<file path="config.mk">
export PLATFORM = sky130hd
export DESIGN_NAME = morse_playback
export DESIGN_NICKNAME = d
export VERILOG_FILES = /design/src/rtl/morse_pkg.sv /design/src/rtl/morse_playback_tick_timer.sv /design/src/rtl/morse_playback.sv
export SDC_FILE = /design/constraint.sdc
export NUM_CORES = 1
export LEC_CHECK = 0
export ABC_AREA = 1
export BUFFER_PORTS_ARGS = -buffer_cell sky130_fd_sc_hd__buf_2
export CAP_MARGIN = 15
export CORE_ASPECT_RATIO = 0.7
export CORE_MARGIN = 2
export CORE_UTILIZATION = 38
export DETAILED_ROUTE_END_ITERATION = 12
export PLACE_DENSITY_LB_ADDON = 0.08
export SYNTH_ARGS = -nofsm -noshare
export SYNTH_HDL_FRONTEND = slang
export SYNTH_SLANG_ARGS = --single-unit
</file>
<file path="constraint.sdc">
create_clock -name clock_1hz -period 2.8 [get_ports clock_1hz]
set_input_delay 0.56 -clock clock_1hz [delete_from_list [all_inputs] [get_ports clock_1hz]]
set_output_delay 0.56 -clock clock_1hz [all_outputs]
set_load 0.1 [all_outputs]
</file>
<file path="src/rtl/morse_pkg.sv">
// Shared Morse playback definitions: symbol codes, fixed tick counts and the player state set.
package morse_pkg;

    localparam logic [1:0] SYM_EMPTY = 2'b00;
    localparam logic [1:0] SYM_DOT   = 2'b01;
    localparam logic [1:0] SYM_DASH  = 2'b11;

    localparam int DOT_TICKS = 1;
    localparam int GAP_TICKS = 1;

    typedef enum logic [2:0] {
        ST_IDLE,
        ST_FETCH,
        ST_LOAD,
        ST_ON,
        ST_GAP,
        ST_WGAP,
        ST_DONE
    } state_e;

    // Only dot and dash light the LED; empty and the reserved code both end the word.
    function automatic logic is_pulse(input logic [1:0] s);
        return (s == SYM_DOT) || (s == SYM_DASH);
    endfunction

endpackage

</file>
<file path="src/rtl/morse_playback_tick_timer.sv">
// Loadable down-counter timing the ON and word-gap durations; counts down while non-zero.
// expired flags the final tick of a loaded duration.
module tick_timer #(
    parameter int W = 2
) (
    input  logic         clock_1hz,
    input  logic         resetn,
    input  logic         load,
    input  logic [W-1:0] load_val,
    output logic [W-1:0] value,
    output logic         expired
);

    localparam logic [W-1:0] ONE = W'(1);

    logic [W-1:0] value_q;
    logic [W-1:0] value_d;

    always_comb begin
        value_d = value_q;
        if (load) begin
            value_d = load_val;
        end else if (value_q != '0) begin
            value_d = value_q - ONE;
        end
    end

    always_ff @(posedge clock_1hz) begin
        if (!resetn) begin
            value_q <= '0;
        end else begin
            value_q <= value_d;
        end
    end

    assign value   = value_q;
    assign expired = (value_q == ONE);

endmodule

</file>
<file path="src/rtl/morse_playback.sv">
// Replays stored Morse words from RAM as timed LED pulses, one clock_1hz tick per time unit.
// Optional MORSE_PLAYBACK_REPEAT_EN: loop back to address 0 forever instead of finishing.
module morse_playback
    import morse_pkg::*;
#(
    parameter int ADDR_W         = 4,
    parameter int WORD_W         = 10,
    parameter int DASH_TICKS     = 3,
    parameter int WORD_GAP_TICKS = 3
) (
    input  logic              clock_1hz,
    input  logic              resetn,
    input  logic              start,
    input  logic              abort,
    input  logic [ADDR_W-1:0] word_count,
    output logic [ADDR_W-1:0] rd_addr,
    input  logic [WORD_W-1:0] rd_data,
    output logic              led,
    output logic [1:0]        sym,
    output logic              busy,
    output logic              done
);

    localparam int NSYM      = WORD_W / 2;
    localparam int IDX_W     = $clog2(NSYM + 1);
    localparam int MAX_T0    = (DASH_TICKS > WORD_GAP_TICKS) ? DASH_TICKS : WORD_GAP_TICKS;
    localparam int MAX_TICKS = (MAX_T0 > DOT_TICKS) ? MAX_T0 : DOT_TICKS;
    localparam int TMR_W     = $clog2(MAX_TICKS + 1);

    localparam logic [IDX_W-1:0]  IDX_END  = IDX_W'(NSYM);
    localparam logic [IDX_W-1:0]  IDX_ONE  = IDX_W'(1);
    localparam logic [ADDR_W-1:0] ADDR_ONE = ADDR_W'(1);
    localparam logic [TMR_W-1:0]  T_DOT    = TMR_W'(DOT_TICKS);
    localparam logic [TMR_W-1:0]  T_DASH   = TMR_W'(DASH_TICKS);
    localparam logic [TMR_W-1:0]  T_WGAP   = TMR_W'(WORD_GAP_TICKS);

    state_e              state_q, state_d;
    logic [ADDR_W-1:0]   rd_addr_q, rd_addr_d;
    logic [ADDR_W-1:0]   wcount_q, wcount_d;
    logic [WORD_W-1:0]   shreg_q, shreg_d;
    logic [IDX_W-1:0]    idx_q, idx_d;
    logic                led_q, led_d;
    logic [1:0]          sym_q, sym_d;
    logic                busy_q, busy_d;
    logic                done_q, done_d;

    logic                tmr_load;
    logic [TMR_W-1:0]    tmr_val;
    logic [TMR_W-1:0]    tmr_value;
    logic                tmr_expired;
    logic                tmr_done;
    logic                decide;
    logic [1:0]          head_sym;
    logic [ADDR_W-1:0]   last_addr;

    tick_timer #(
        .W (TMR_W)
    ) u_timer (
        .clock_1hz (clock_1hz),
        .resetn    (resetn),
        .load      (tmr_load),
        .load_val  (tmr_val),
        .value     (tmr_value),
        .expired   (tmr_expired)
    );

    // A zero-length load behaves as a single tick rather than stalling.
    assign tmr_done  = tmr_expired || (tmr_value == '0);
    assign last_addr = wcount_q - ADDR_ONE;

    always_comb begin
        state_d   = state_q;
        rd_addr_d = rd_addr_q;
        wcount_d  = wcount_q;
        shreg_d   = shreg_q;
        idx_d     = idx_q;
        tmr_load  = 1'b0;
        tmr_val   = '0;
        decide    = 1'b0;

        case (state_q)
            ST_IDLE: begin
                if (start) begin
                    wcount_d = word_count;
                    state_d  = (word_count != '0) ? ST_FETCH : ST_DONE;
                end
            end
            ST_FETCH: state_d = ST_LOAD;
            ST_LOAD: begin
                shreg_d = rd_data;
                idx_d   = '0;
                decide  = 1'b1;
            end
            ST_ON: begin
                if (tmr_done) begin
                    state_d = ST_GAP;
                end
            end
            ST_GAP: begin
                shreg_d = shreg_q << 2;
                idx_d   = idx_q + IDX_ONE;
                decide  = 1'b1;
            end
            ST_WGAP: begin
                if (tmr_done) begin
                    if (rd_addr_q == last_addr) begin
`ifdef MORSE_PLAYBACK_REPEAT_EN
                        rd_addr_d = '0;
                        state_d   = ST_FETCH;
`else
                        state_d   = ST_DONE;
`endif
                    end else begin
                        rd_addr_d = rd_addr_q + ADDR_ONE;
                        state_d   = ST_FETCH;
                    end
                end
            end
            ST_DONE: state_d = ST_IDLE;
            default: state_d = ST_IDLE;
        endcase

        // Symbol decision works on the register contents as they will be after this edge.
        head_sym = shreg_d[WORD_W-1 -: 2];
        if (decide) begin
            tmr_load = 1'b1;
            if ((idx_d == IDX_END) || !is_pulse(head_sym)) begin
                state_d = ST_WGAP;
                tmr_val = T_WGAP;
            end else begin
                state_d = ST_ON;
                tmr_val = (head_sym == SYM_DASH) ? T_DASH : T_DOT;
            end
        end

        if (abort && (state_q != ST_IDLE)) begin
            state_d  = ST_IDLE;
            tmr_load = 1'b1;
            tmr_val  = '0;
        end

        if (state_d == ST_IDLE) begin
            rd_addr_d = '0;
        end

        led_d  = (state_d == ST_ON);
        sym_d  = led_d ? head_sym : SYM_EMPTY;
        busy_d = (state_d != ST_IDLE);
        done_d = (state_d == ST_DONE);
    end

    always_ff @(posedge clock_1hz) begin
        if (!resetn) begin
            state_q   <= ST_IDLE;
            rd_addr_q <= '0;
            wcount_q  <= '0;
            shreg_q   <= '0;
            idx_q     <= '0;
            led_q     <= 1'b0;
            sym_q     <= SYM_EMPTY;
            busy_q    <= 1'b0;
            done_q    <= 1'b0;
        end else begin
            state_q   <= state_d;
            rd_addr_q <= rd_addr_d;
            wcount_q  <= wcount_d;
            shreg_q   <= shreg_d;
            idx_q     <= idx_d;
            led_q     <= led_d;
            sym_q     <= sym_d;
            busy_q    <= busy_d;
            done_q    <= done_d;
        end
    end

    assign rd_addr = rd_addr_q;
    assign led     = led_q;
    assign sym     = sym_q;
    assign busy    = busy_q;
    assign done    = done_q;

endmodule

</file>
Word level (Yosys, flattened, before mapping) --
Index checks and enable logic that the tools add are counted. W data, S select, Z words.
Word-level totals: bits of input ports 18, word-level logic and storage cells 68, output and inout bits 9, bits in registers 31
Cells by class: add/subtract/negate cells 4, reduce and logical (&&, ||, !) cells 19, muxes and demuxes 20, bitwise operators 2, eq/ne operators 12
Operator list (number):
- $mux W3 | 8
- $pmux W10 S2 | 1
- $pmux W3 S5 | 1
- $eq A3 B3 Y1 const B | 4
- $mux W2 | 6
- $eq A3 B2 Y1 const B | 3
- $logic_not A3 Y1 | 2
- $pmux W3 S2 | 1
- $reduce_bool A2 Y1 | 3
- $reduce_bool A3 Y1 | 2
- $add A4 B1 Y4 const B | 1
- $eq A2 B1 Y1 const B | 2
- $eq A4 B4 Y1 | 1
- $reduce_and A2 Y1 | 2
- $reduce_bool A4 Y1 | 1
- $reduce_or A2 Y1 | 2
- $sub A4 B1 Y4 const B | 1
- $add A3 B1 Y3 const B | 1
- $eq A3 B1 Y1 const B | 1
- $logic_or A1 B1 Y1 | 3
- $mux W1 | 3
- $reduce_and A3 Y1 | 1
- $eq A2 B2 Y1 const B | 1
- $logic_not A2 Y1 | 1
- 4 further kinds | 5

Longest topological paths before layout --
Gate-level depths: netlist (run 1).
depth after elaboration 11, mapped depth 17, mapped depth without buffers 17

Cells and area by module --
A second synthesis (run 1) with hierarchy kept.
Second synthesis, totals: cells, all modules 239, area total of the unflattened synthesis 1639.1 um2
By module, submodules not included:
- morse_playback | times used 1, cells each 218, area an instance 1502.7 um2
- tick_timer | times used 1, cells each 21, area an instance 136.4 um2

Worst setup path after synthesis (run 1) --
No wires, ideal clock.
path kind register to register, from register rd_addr_q[2], in the netlist rd_addr[2], to register rd_addr_q[0], in the netlist rd_addr[0], stages on the path, launching flop included 14, arrival time 1.995 ns, data required time 2.682 ns, setup slack 0.686 ns, setup time 0.118 ns, path through dfxtp_1 inv_1 nand2_1 nand2_1 nor2_1 nand2_1 nand2_2 nand2_1 nand2_1 nand2_2 nor2_2 nand2_2 nand2_4 nor2_2
Between the ends: word-level cells in the longest chain between the ends 8
Ends and longest elaborated chain:
- start: declaration | RTL line morse_playback.sv:38 | logic [ADDR_W-1:0] rd_addr_q, rd_addr_d;
- start signal: assignment | RTL line morse_playback.sv:165 | rd_addr_q <= rd_addr_d;
- $eq A4 B4 Y1 (*) | RTL line morse_playback.sv:106 | if (rd_addr_q == last_addr) begin
- $mux W3 | RTL line morse_playback.sv:106
- $mux W3 | RTL line morse_playback.sv:105 | if (tmr_done) begin
- $pmux W3 S5 | RTL line morse_playback.sv:81 | case (state_q)
- $mux W3 | RTL line morse_playback.sv:125 | if (decide) begin
- $mux W3 | RTL line morse_playback.sv:136 | if (abort && (state_q != ST_IDLE)) begin
- $logic_not A3 Y1 | RTL line morse_playback.sv:142 | if (state_d == ST_IDLE) begin
- $reduce_or A2 Y1 (no source line)
Every way passes the cells marked *; elsewhere a longest branch is shown, timed or not. A chain may end at the register's enable or synchronous reset.

Worst setup path after layout (run 1) --
from register wcount_q[0], to register busy_q, in the netlist busy
Between the ends: word-level cells in the longest chain between the ends 8
Ends and longest elaborated chain:
- start: declaration | RTL line morse_playback.sv:39 | logic [ADDR_W-1:0] wcount_q, wcount_d;
- start signal: assignment | RTL line morse_playback.sv:166 | wcount_q <= wcount_d;
- $sub A4 B1 Y4 | RTL line morse_playback.sv:69 | assign last_addr = wcount_q - ADDR_ONE;
- $eq A4 B4 Y1 | RTL line morse_playback.sv:106
- $mux W3 | RTL line morse_playback.sv:106
- $mux W3 | RTL line morse_playback.sv:105
- $pmux W3 S5 | RTL line morse_playback.sv:81
- $mux W3 | RTL line morse_playback.sv:125
- $mux W3 | RTL line morse_playback.sv:136
- $reduce_bool A3 Y1 | RTL line morse_playback.sv:148 | busy_d = (state_d != ST_IDLE);
- end signal: assignment | RTL line morse_playback.sv:171 | busy_q <= busy_d;
- end: declaration | RTL line morse_playback.sv:44 | logic busy_q, busy_d;
Every way passes these cells.

==> impl_results.md, run 1 <==
- Run status: finished, final reports clean
- Arr. time, crit path: 2.07 ns
- Worst min-delay path class: flop to flop
- Post-route insts no fill: 311
- Peak VDD IR: 0.4633 mV
- Die Wd: 82.53 um
- CTS sink cnt: 31
- Setup_tns: 0 ns
- CTS Hold Buffers Added: 0
- Io pins: 27
- # rows: 19
- Hold Path Depth: 2
- Synthesized flop and latch total: 31
- Power density over the cells: 929.0 mW/mm^2
- Worst R2R Path Depth: 14
- Pins over their slew limit: 0
- Largest net degree at the start of global routing: 16
- First DRT Iteration DRCs: 58
- ANT cells: 0
- Fillers: 422
- DR pass1 iterations: 4
- Vias: 1375
- Top area cells in the synthesized netlist: dfxtp_1, nand2_1, inv_1
- Antenna violations before repair: 0
- Clk slew on worst S/H paths: 0.07 ns
- Core Region: 0.004041 mm^2
- CTS tree: built
- Commonest non-fill, non-tap cell in the layout: nand2_1
- Worst slew pin tran: 0.5033 ns
- Routability-driven placement congestion ratio: 0.8183
- Area leader, netlist: dfxtp_1
- RSZ-0062 raised after global routing: no
- Syn Nets: 251
- Post-cts resize count: 0
- Setup-failing EPs final: 0
- Post-synthesis sequential area ratio: 37.83%
- Dpl cell area: 0.001813 mm^2
- Die area: 0.004867 mm^2
- Post-DRT Antenna Nets: 0
- Slew headroom: 66.41%
- Critical-path maximum fanout: 5
- H-tree Lvls: 2
- CP Data Required Time: 2.98 ns
- FF-to-FF End: busy$_SDFF_PN0_
- Crit Path Category: flop to flop
- WL final: 3.347 mm
- GRT met1 Usage: 27.32%
- Fin area: 0.001898 mm^2
- # Post-CTS Setup Buffers: 0
- Detailed placer's ending HPWL: 2.540 mm
- Via density: 4.421
- Max_cap viols: 0
- Synthesized instance count: 228
- Met3 Use GR: 4.116%
- P_leak: 0.8963 nW
- CTS Root Cell: clkbuf_8
- Tcrit/Tclk final: 67.73%
- DRC Markers: 0
- Most used DFF post-synth: dfxtp_1
- Clock insertion delay at the later pin of the skew report: 0.28 ns
- Met2 GRT Util: 17.86%
- Yosys cell types: 29
- GR peak layer: met1
- R2r setup slk: 0.90 ns
- Global-route usage over all layers: 15.86%
- Clk buf depth: 2
- P&R area growth vs syn: 15.71%
- Worst setup SP type: flop
- Drt wl/cell: 10.76 um
- Tmin final: 1.896 ns
- Synthesized area per cell: 7.194 um^2
- Synth top area share: 37.83%
- Fraction of layout cells with a size suffix above 1: 24.32%
- Fmax: 527.3 MHz
- Die Y: 58.97 um
- Synthesized area: 0.001640 mm^2
- Fin. Hold Viols: 0
- Syn. warnings: 0
- Most frequent cells in the layout: nand2_1, dfxtp_1, inv_1
- R2R Path Start: wcount_q[0]$_SDFFE_PN0P_
- NumNets Final: 281
- Port buffer count: 26
- Vias in the first global route: 1308
- Initial core utilization: 40.59%
- EDFF count, synth: 0
- Num CTS Buffers: 5
- Critical path endpoint category: flop
- Clock Skews: 0.004469 ns
- # placed instances: 303
- GRT overflow: 0
- First-pass GRT wire length: 5.837 mm
- Hold Crit Start: shreg_q[1]$_SDFFE_PN0N_
- Hold EP: shreg_q[1]$_SDFFE_PN0N_
- Async SR Flop Fraction: 0%
-- metal layers --
layer / vias up / share of wire (%)
met1: 570 / 62
met2: 37 / 32
met3: 2 / 5.6
met5: - / 0
li1: 766 / -
met4: 0 / 0.39
-- logic make-up (layout without fill, tap and decap cells) --
group,after synthesis,in the layout,share of synthesized area [%]
adder cells (fa/ha/maj),5,5,3.814
flip-flops,31,31,37.83
AO/OA/AOI/OAI,26,26,9.306
XOR/XNOR,8,8,4.272
AND/OR/NAND/NOR,120,120,34.94
buffers and inverters,37,68,9.153
multiplexers,1,1,0.6865
-- through the flow --
stage / hold WS [ns] / worst slack, ns / util (%) / total power, mW
floorplan: 0.4392 / 0.6863 / - / 1.298
global placement: 0.4567 / 0.9111 / 44.86 / 1.439
detailed placement: 0.4545 / 0.9215 / 44.86 / 1.433
CTS: 0.4638 / 0.8958 / 46.97 / 1.781
global route: 0.5144 / 0.6627 / 46.97 / 1.923
finish: 0.4642 / 0.9037 / 46.97 / 1.763
-- cells in the mapped netlist (5+ instances only) --
library cell	count
nand2_1	63
dfxtp_1	31
inv_1	30
nor2_1	19
nand3_1	12
a21oi_1	11
nand2_2	9
nor2_2	7
xor2_1	7
a31oi_1	5
ha_1	5
o21ai_0	5
-- worst max-delay path, stage by stage, from the launching register on --
cell and delay [ns]:
dfxtp_1 0.34, inv_1 0.08, ha_1 0.31, xor2_1 0.13, nand2_1 0.06, nor2_1 0.14, nand2_1 0.12, nand2_2 0.11
nand2_1 0.06, nand2_1 0.08, nand2_2 0.07, nor2_2 0.09, nand2_2 0.07, nand2_4 0.09, inv_1 0.05
-- registers in the layout, summed over array words and instances (netlist names) --
signal	flops
shreg_q	10
wcount_q	4
rd_addr	4
sym	2
done	1
led	1
state_q	3
u_timer.value	2
busy	1
idx_q	3
-- power by group --
part,internal [mW],switching [mW]
registers,0.529,0.0577
clock network,0.173,0.166
logic,0.259,0.578
-- final cells by class --
type	instances	area, um^2	share of cell area (%)
Multi-Input combinational cell	160	869.6	45.81
Inverter	34	127.6	6.724
Clock buffer	6	72.57	3.823
Sequential cell	31	620.6	32.70
Clock inverter	2	12.51	0.6592
Timing Repair Buffer	26	130.1	6.856
Tap cell	52	65.06	3.428
-- how the worst max path moves through the flow --
stage                              endpoint                startpoint
global route                busy$_SDFF_PN0_  wcount_q[0]$_SDFFE_PN0P_
detailed placement          busy$_SDFF_PN0_  wcount_q[0]$_SDFFE_PN0P_
finish                      busy$_SDFF_PN0_  wcount_q[0]$_SDFFE_PN0P_
floorplan           rd_addr[0]$_SDFFE_PP0P_   rd_addr[2]$_SDFFE_PP0P_
CTS                         busy$_SDFF_PN0_  wcount_q[0]$_SDFFE_PN0P_
global placement            busy$_SDFF_PN0_  wcount_q[0]$_SDFFE_PN0P_
(Power assumes the default switching activity.)
==> run 2: changes to the inputs <==
Clock period 2.8 ns to 1.78 ns, I/O delays scaled along.
==> impl_results.md, run 2 (synthesis results as in run 1) <==
- Fmax: 584.0 MHz
- Die Y: 58.97 um
- Arr. time, crit path: 1.89 ns
- Clock Skews: 0.003970 ns
- Drt wl/cell: 10.98 um
- Max reg flops: 10
- Fin area: 0.002024 mm^2
- Post-route insts no fill: 324
- CP Data Required Time: 1.96 ns
- First-pass GRT wire length: 5.920 mm
- Die area: 0.004867 mm^2
- Fin. Hold Viols: 0
- Worst min-delay path class: input port to flop
- Detailed placer's ending HPWL: 2.694 mm
- CTS Root Cell: clkbuf_8
- Fillers: 439
- Commonest non-fill, non-tap cell in the layout: nand2_1
- Port buffer count: 26
- Global-route usage over all layers: 16.38%
- Via density: 4.494
- Routability-driven placement congestion ratio: 0.7851
- # rows: 19
- Post-DRT Antenna Nets: 0
- Initial core utilization: 40.59%
- Largest net degree at the start of global routing: 16
- DR pass1 iterations: 4
- WL final: 3.556 mm
- Slowest stage cell, crit path: dfxtp_2
- Vias in the first global route: 1273
- CTS Hold Buffers Added: 0
- Most frequent cells in the layout: nand2_1, inv_1, buf_2
- Final core occ: 50.09%
- Io pins: 27
- Tmin final: 1.712 ns
- Fraction of layout cells with a size suffix above 1: 32.72%
- Power density over the cells: 1481 mW/mm^2
- CP max stage delay: 0.33 ns
- Antenna violations before repair: 0
- CTS sink cnt: 31
- Max_cap viols: 0
- DRC Markers: 0
- Dpl cell area: 0.001901 mm^2
- P&R area growth vs syn: 23.42%
- # placed instances: 314
- Clk slew on worst S/H paths: 0.07 ns
- Pins over their slew limit: 0
- Die Wd: 82.53 um
- NumNets Final: 294
- Setup-failing EPs final: 0
- Core Region: 0.004041 mm^2
- CTS tree: built
- Crit Path Category: flop to flop
- Run status: finished, final reports clean
- ANT cells: 0
- Critical path endpoint category: flop
- H-tree Lvls: 2
- Power Total: 2.998 mW
- Tcrit/Tclk final: 96.20%
- Vias: 1456
- Clk buf depth: 2
- Clock insertion delay at the later pin of the skew report: 0.28 ns
- Worst slew pin tran: 0.5165 ns
- Most used cell along the critical path: nand2_2
- GRT overflow: 0
- Critical-path maximum fanout: 5
- Reg with most FFs: shreg_q
- Peak VDD IR: 0.7467 mV
- P_leak: 0.9623 nW
- Num CTS Buffers: 5
- Slew headroom: 65.53%
- Setup_tns: 0 ns
- RSZ-0062 raised after global routing: yes
- Worst setup SP type: flop
- First DRT Iteration DRCs: 59
- Crit path cell chain: inv_2 > ha_4 > xor2_1 > nand2_1 > nor2_2 > nand2_2 > nand2_2 > nand2_1 > nand2_1 > nand2_2 > nor2_2 > nand2_2 > nand2_4 > inv_1
==> run 2: routing by layer <==
metal | global-route usage [%] | wire length, um
met3 | 5.030 | 172
met1 | 27.13 | 2135
met4 | 4.918 | 19
met2 | 19.24 | 1228
met5 | 0 | 0
==> run 2: layout make-up <==
| cell class | instances | area (um^2) | area share (%) |
|---|---|---|---|
| multi-input cells | 160 | 889.6 | 43.94 |
| well taps | 52 | 65.06 | 3.214 |
| clock buffers | 6 | 72.57 | 3.585 |
| inverters | 34 | 127.6 | 6.304 |
| repair buffers | 39 | 227.7 | 11.25 |
| clock inverters | 2 | 12.51 | 0.6180 |
| flip-flops and latches | 31 | 629.4 | 31.09 |
==> run 2: critical path, delay by kind of cell (launching register included) <==
kind / cells / cell delay, ns
AND/OR/NAND/NOR: 10 / 0.79
XOR/XNOR: 1 / 0.13
adder cells (fa/ha/maj): 1 / 0.25
flip-flops: 1 / 0.33
buffers and inverters: 2 / 0.10
==> run 2: path summary, 6_finish.rpt <==
kind                                 start                      end  slack [ns]  cells past startpoint
setup reg to reg  wcount_q[0]$_SDFFE_PN0P_          busy$_SDFF_PN0_        0.07                     14
setup / recovery  wcount_q[0]$_SDFFE_PN0P_          busy$_SDFF_PN0_        0.07                     14
hold / removal                  rd_data[1]  shreg_q[1]$_SDFFE_PN0N_        0.32                      3
hold reg to reg    shreg_q[1]$_SDFFE_PN0N_  shreg_q[1]$_SDFFE_PN0N_        0.46                      2
==> run 2: through the flow <==
stage	setup slack, ns	hold slack [ns]
after global placement	0.02176	0.4538
after CTS	0.006406	0.3114
after detailed placement	-0.01057	0.4588
after floorplan	0.002066	0.4392
final	0.06760	0.3206
after global routing	-0.08326	0.3311
==> run 2: what timing repair did <==
item / CTS / global route
endpoints found under the setup margin: 5 / 9
setup buffers: 0 / 2
cloned: 0 / 0
pin swaps: 3 / 6
resized for setup: 3 / 6
==> run 2: where the power goes <==
group,switching [mW],internal (mW)
logic,0.972,0.561
clock network,0.273,0.273
registers,0.0816,0.837
total,1.33,1.67
==> run 3: changes to the inputs <==
Settings changed: CORE_MARGIN 2 to default.
==> impl_results.md, run 3 (synthesis results as in run 1) <==
- Run status: finished, final reports clean
- P&R area growth vs syn: 23.95%
- Worst slew pin tran: 0.4909 ns
- Largest net degree at the start of global routing: 16
- Clk slew on worst S/H paths: 0.07 ns
- Antenna violations before repair: 0
- Drt wl/cell: 10.89 um
- Worst R2R Path Depth: 14
- Post-DRT Antenna Nets: 0
- CTS sink cnt: 31
- Detailed placer's ending HPWL: 2.652 mm
- Pins over their slew limit: 0
- Io pins: 27
- Clk buf depth: 2
- Reg with most FFs: shreg_q
- Commonest non-fill, non-tap cell in the layout: nand2_1
- Tcrit/Tclk final: 98.47%
- Die Wd: 80.53 um
- Max reg flops: 10
- Hold Slack: 0.3256 ns
- R2r setup slk: 0.03 ns
- Arr. time, crit path: 1.92 ns
- Fmax: 570.5 MHz
- DRC Markers: 0
- RSZ-0062 raised after global routing: yes
- WL final: 3.506 mm
- H-tree Lvls: 2
- First-pass GRT wire length: 5.754 mm
- Internal power: 1.694 mW
- CTS tree: built
- Sw Share: 44.28%
- Die Y: 56.97 um
- P_leak: 0.9540 nW
- First DRT Iteration DRCs: 79
- Routability-driven placement congestion ratio: 0.7814
- Initial core utilization: 40.83%
- Clock Skews: 0.003960 ns
- Core Region: 0.004018 mm^2
- CP Data Required Time: 1.95 ns
- Worst Setup EP: rd_addr[0]$_SDFFE_PP0P_
- Fin area: 0.002033 mm^2
- Combinational share of power: 51.9%
- Post-route insts no fill: 322
- Fillers: 423
- # placed instances: 312
- Clock network fraction of total power: 17.6%
- ANT cells: 0
- GRT overflow: 0
- Critical path endpoint category: flop
- Slew headroom: 67.24%
- FF-to-FF End: rd_addr[0]$_SDFFE_PP0P_
- Die area: 0.004588 mm^2
- Fin. Hold Viols: 0
- # rows: 19
- Setup-failing EPs final: 0
- Clock insertion delay at the later pin of the skew report: 0.28 ns
- Port buffer count: 26
- Max_cap viols: 0
- R2R Path Start: wcount_q[0]$_SDFFE_PN0P_
- NumNets Final: 292
- Sequential Power Share: 30.5%
- Tmin final: 1.753 ns
- Power Total: 3.041 mW
- Crit Path Category: flop to flop
- Setup_tns: 0 ns
- CTS Root Cell: clkbuf_8
- Critical-path maximum fanout: 5
- Worst min-delay path class: input port to flop
- CP startpoint: wcount_q[0]$_SDFFE_PN0P_
- Switch Pwr: 1.347 mW
- Dpl cell area: 0.001886 mm^2
- Fraction of layout cells with a size suffix above 1: 33.70%
- Worst setup SP type: flop
- DR pass1 iterations: 5
- Num CTS Buffers: 5
- Global-route usage over all layers: 16.66%
- Multi-input gate area: 900.9 um^2
- Peak VDD IR: 0.8417 mV
- Power density over the cells: 1496 mW/mm^2
- Via density: 4.435
- Vias: 1428
- Vias in the first global route: 1274
- Most frequent cells in the layout: nand2_1, inv_1, buf_2
- Reg area: 629.4 um^2
[run 3: cell types whose count changed in the layout (fill, tap and decap cells not counted), sizes merged]
cell and delta:
buf -2
[run 3: per-stage QoR]
step / setup WS, ns / utilization [%]
6_report: 0.02718 / 50.61
5_1_grt: -0.09643 / 50.61
4_1_cts: 0.009857 / 49.05
3_5_place_dp: 0.01359 / 46.93
3_3_place_gp: 0.02624 / 46.93
2_1_floorplan: 0.002066 / -
[run 3: what timing repair did]
item,CTS,global route
pin swaps,2,9
endpoints found under the setup margin,1,9
buffers inserted,0,2
gates resized for setup,0,14
hold buffers,0,0
[run 3: power groups by stage]
| stage | Combinational, mW | Clock, mW | Sequential (mW) |
|---|---|---|---|
| after floorplan | 1.01 | 0 | 1.03 |
| after global placement | 1.46 | 0 | 0.930 |
| after detailed placement | 1.45 | 0 | 0.930 |
| after CTS | 1.46 | 0.553 | 0.916 |
| after global routing | 1.76 | 0.585 | 0.940 |
| final | 1.58 | 0.537 | 0.926 |
[run 3: layer usage]
metal,GRT usage (%),share of wire (%)
met3,4.960,4.8
met1,27.58,61
met2,19.37,33
met4,5.357,0.71
met5,0,0
[run 3: worst max-delay path, stage by stage (launching register included)]
cell	delay, ns
dfxtp_2	0.33
inv_2	0.05
ha_4	0.25
xor2_1	0.13
nand2_1	0.08
nor2_2	0.13
nand2_2	0.08
nand2_2	0.08
nand2_1	0.05
nand2_1	0.07
nand2_2	0.08
nor2_2	0.11
nand2_2	0.07
nand2_4	0.10
nor2_2	0.03
[run 3: how the worst min path moves through the flow]
stage                                 start                      end  slack (ns)  cells past startpoint
floorplan           shreg_q[0]$_SDFFE_PN0N_  shreg_q[0]$_SDFFE_PN0N_        0.44                      2
global placement    shreg_q[1]$_SDFFE_PN0N_  shreg_q[1]$_SDFFE_PN0N_        0.45                      2
detailed placement  shreg_q[1]$_SDFFE_PN0N_  shreg_q[1]$_SDFFE_PN0N_        0.46                      2
CTS                              rd_data[0]  shreg_q[0]$_SDFFE_PN0N_        0.31                      3
global route                     rd_data[0]  shreg_q[0]$_SDFFE_PN0N_        0.36                      3
finish                           rd_data[1]  shreg_q[1]$_SDFFE_PN0N_        0.33                      3
[run 3: area by class of cell]
| cell class | count | share of cell area (%) |
|---|---|---|
| clock buffers | 6 | 3.569 |
| clock inverters | 2 | 0.6154 |
| inverters | 34 | 6.277 |
| well taps | 52 | 3.200 |
| multi-input cells | 160 | 44.31 |
| flip-flops and latches | 31 | 30.95 |
| repair buffers | 37 | 11.08 |
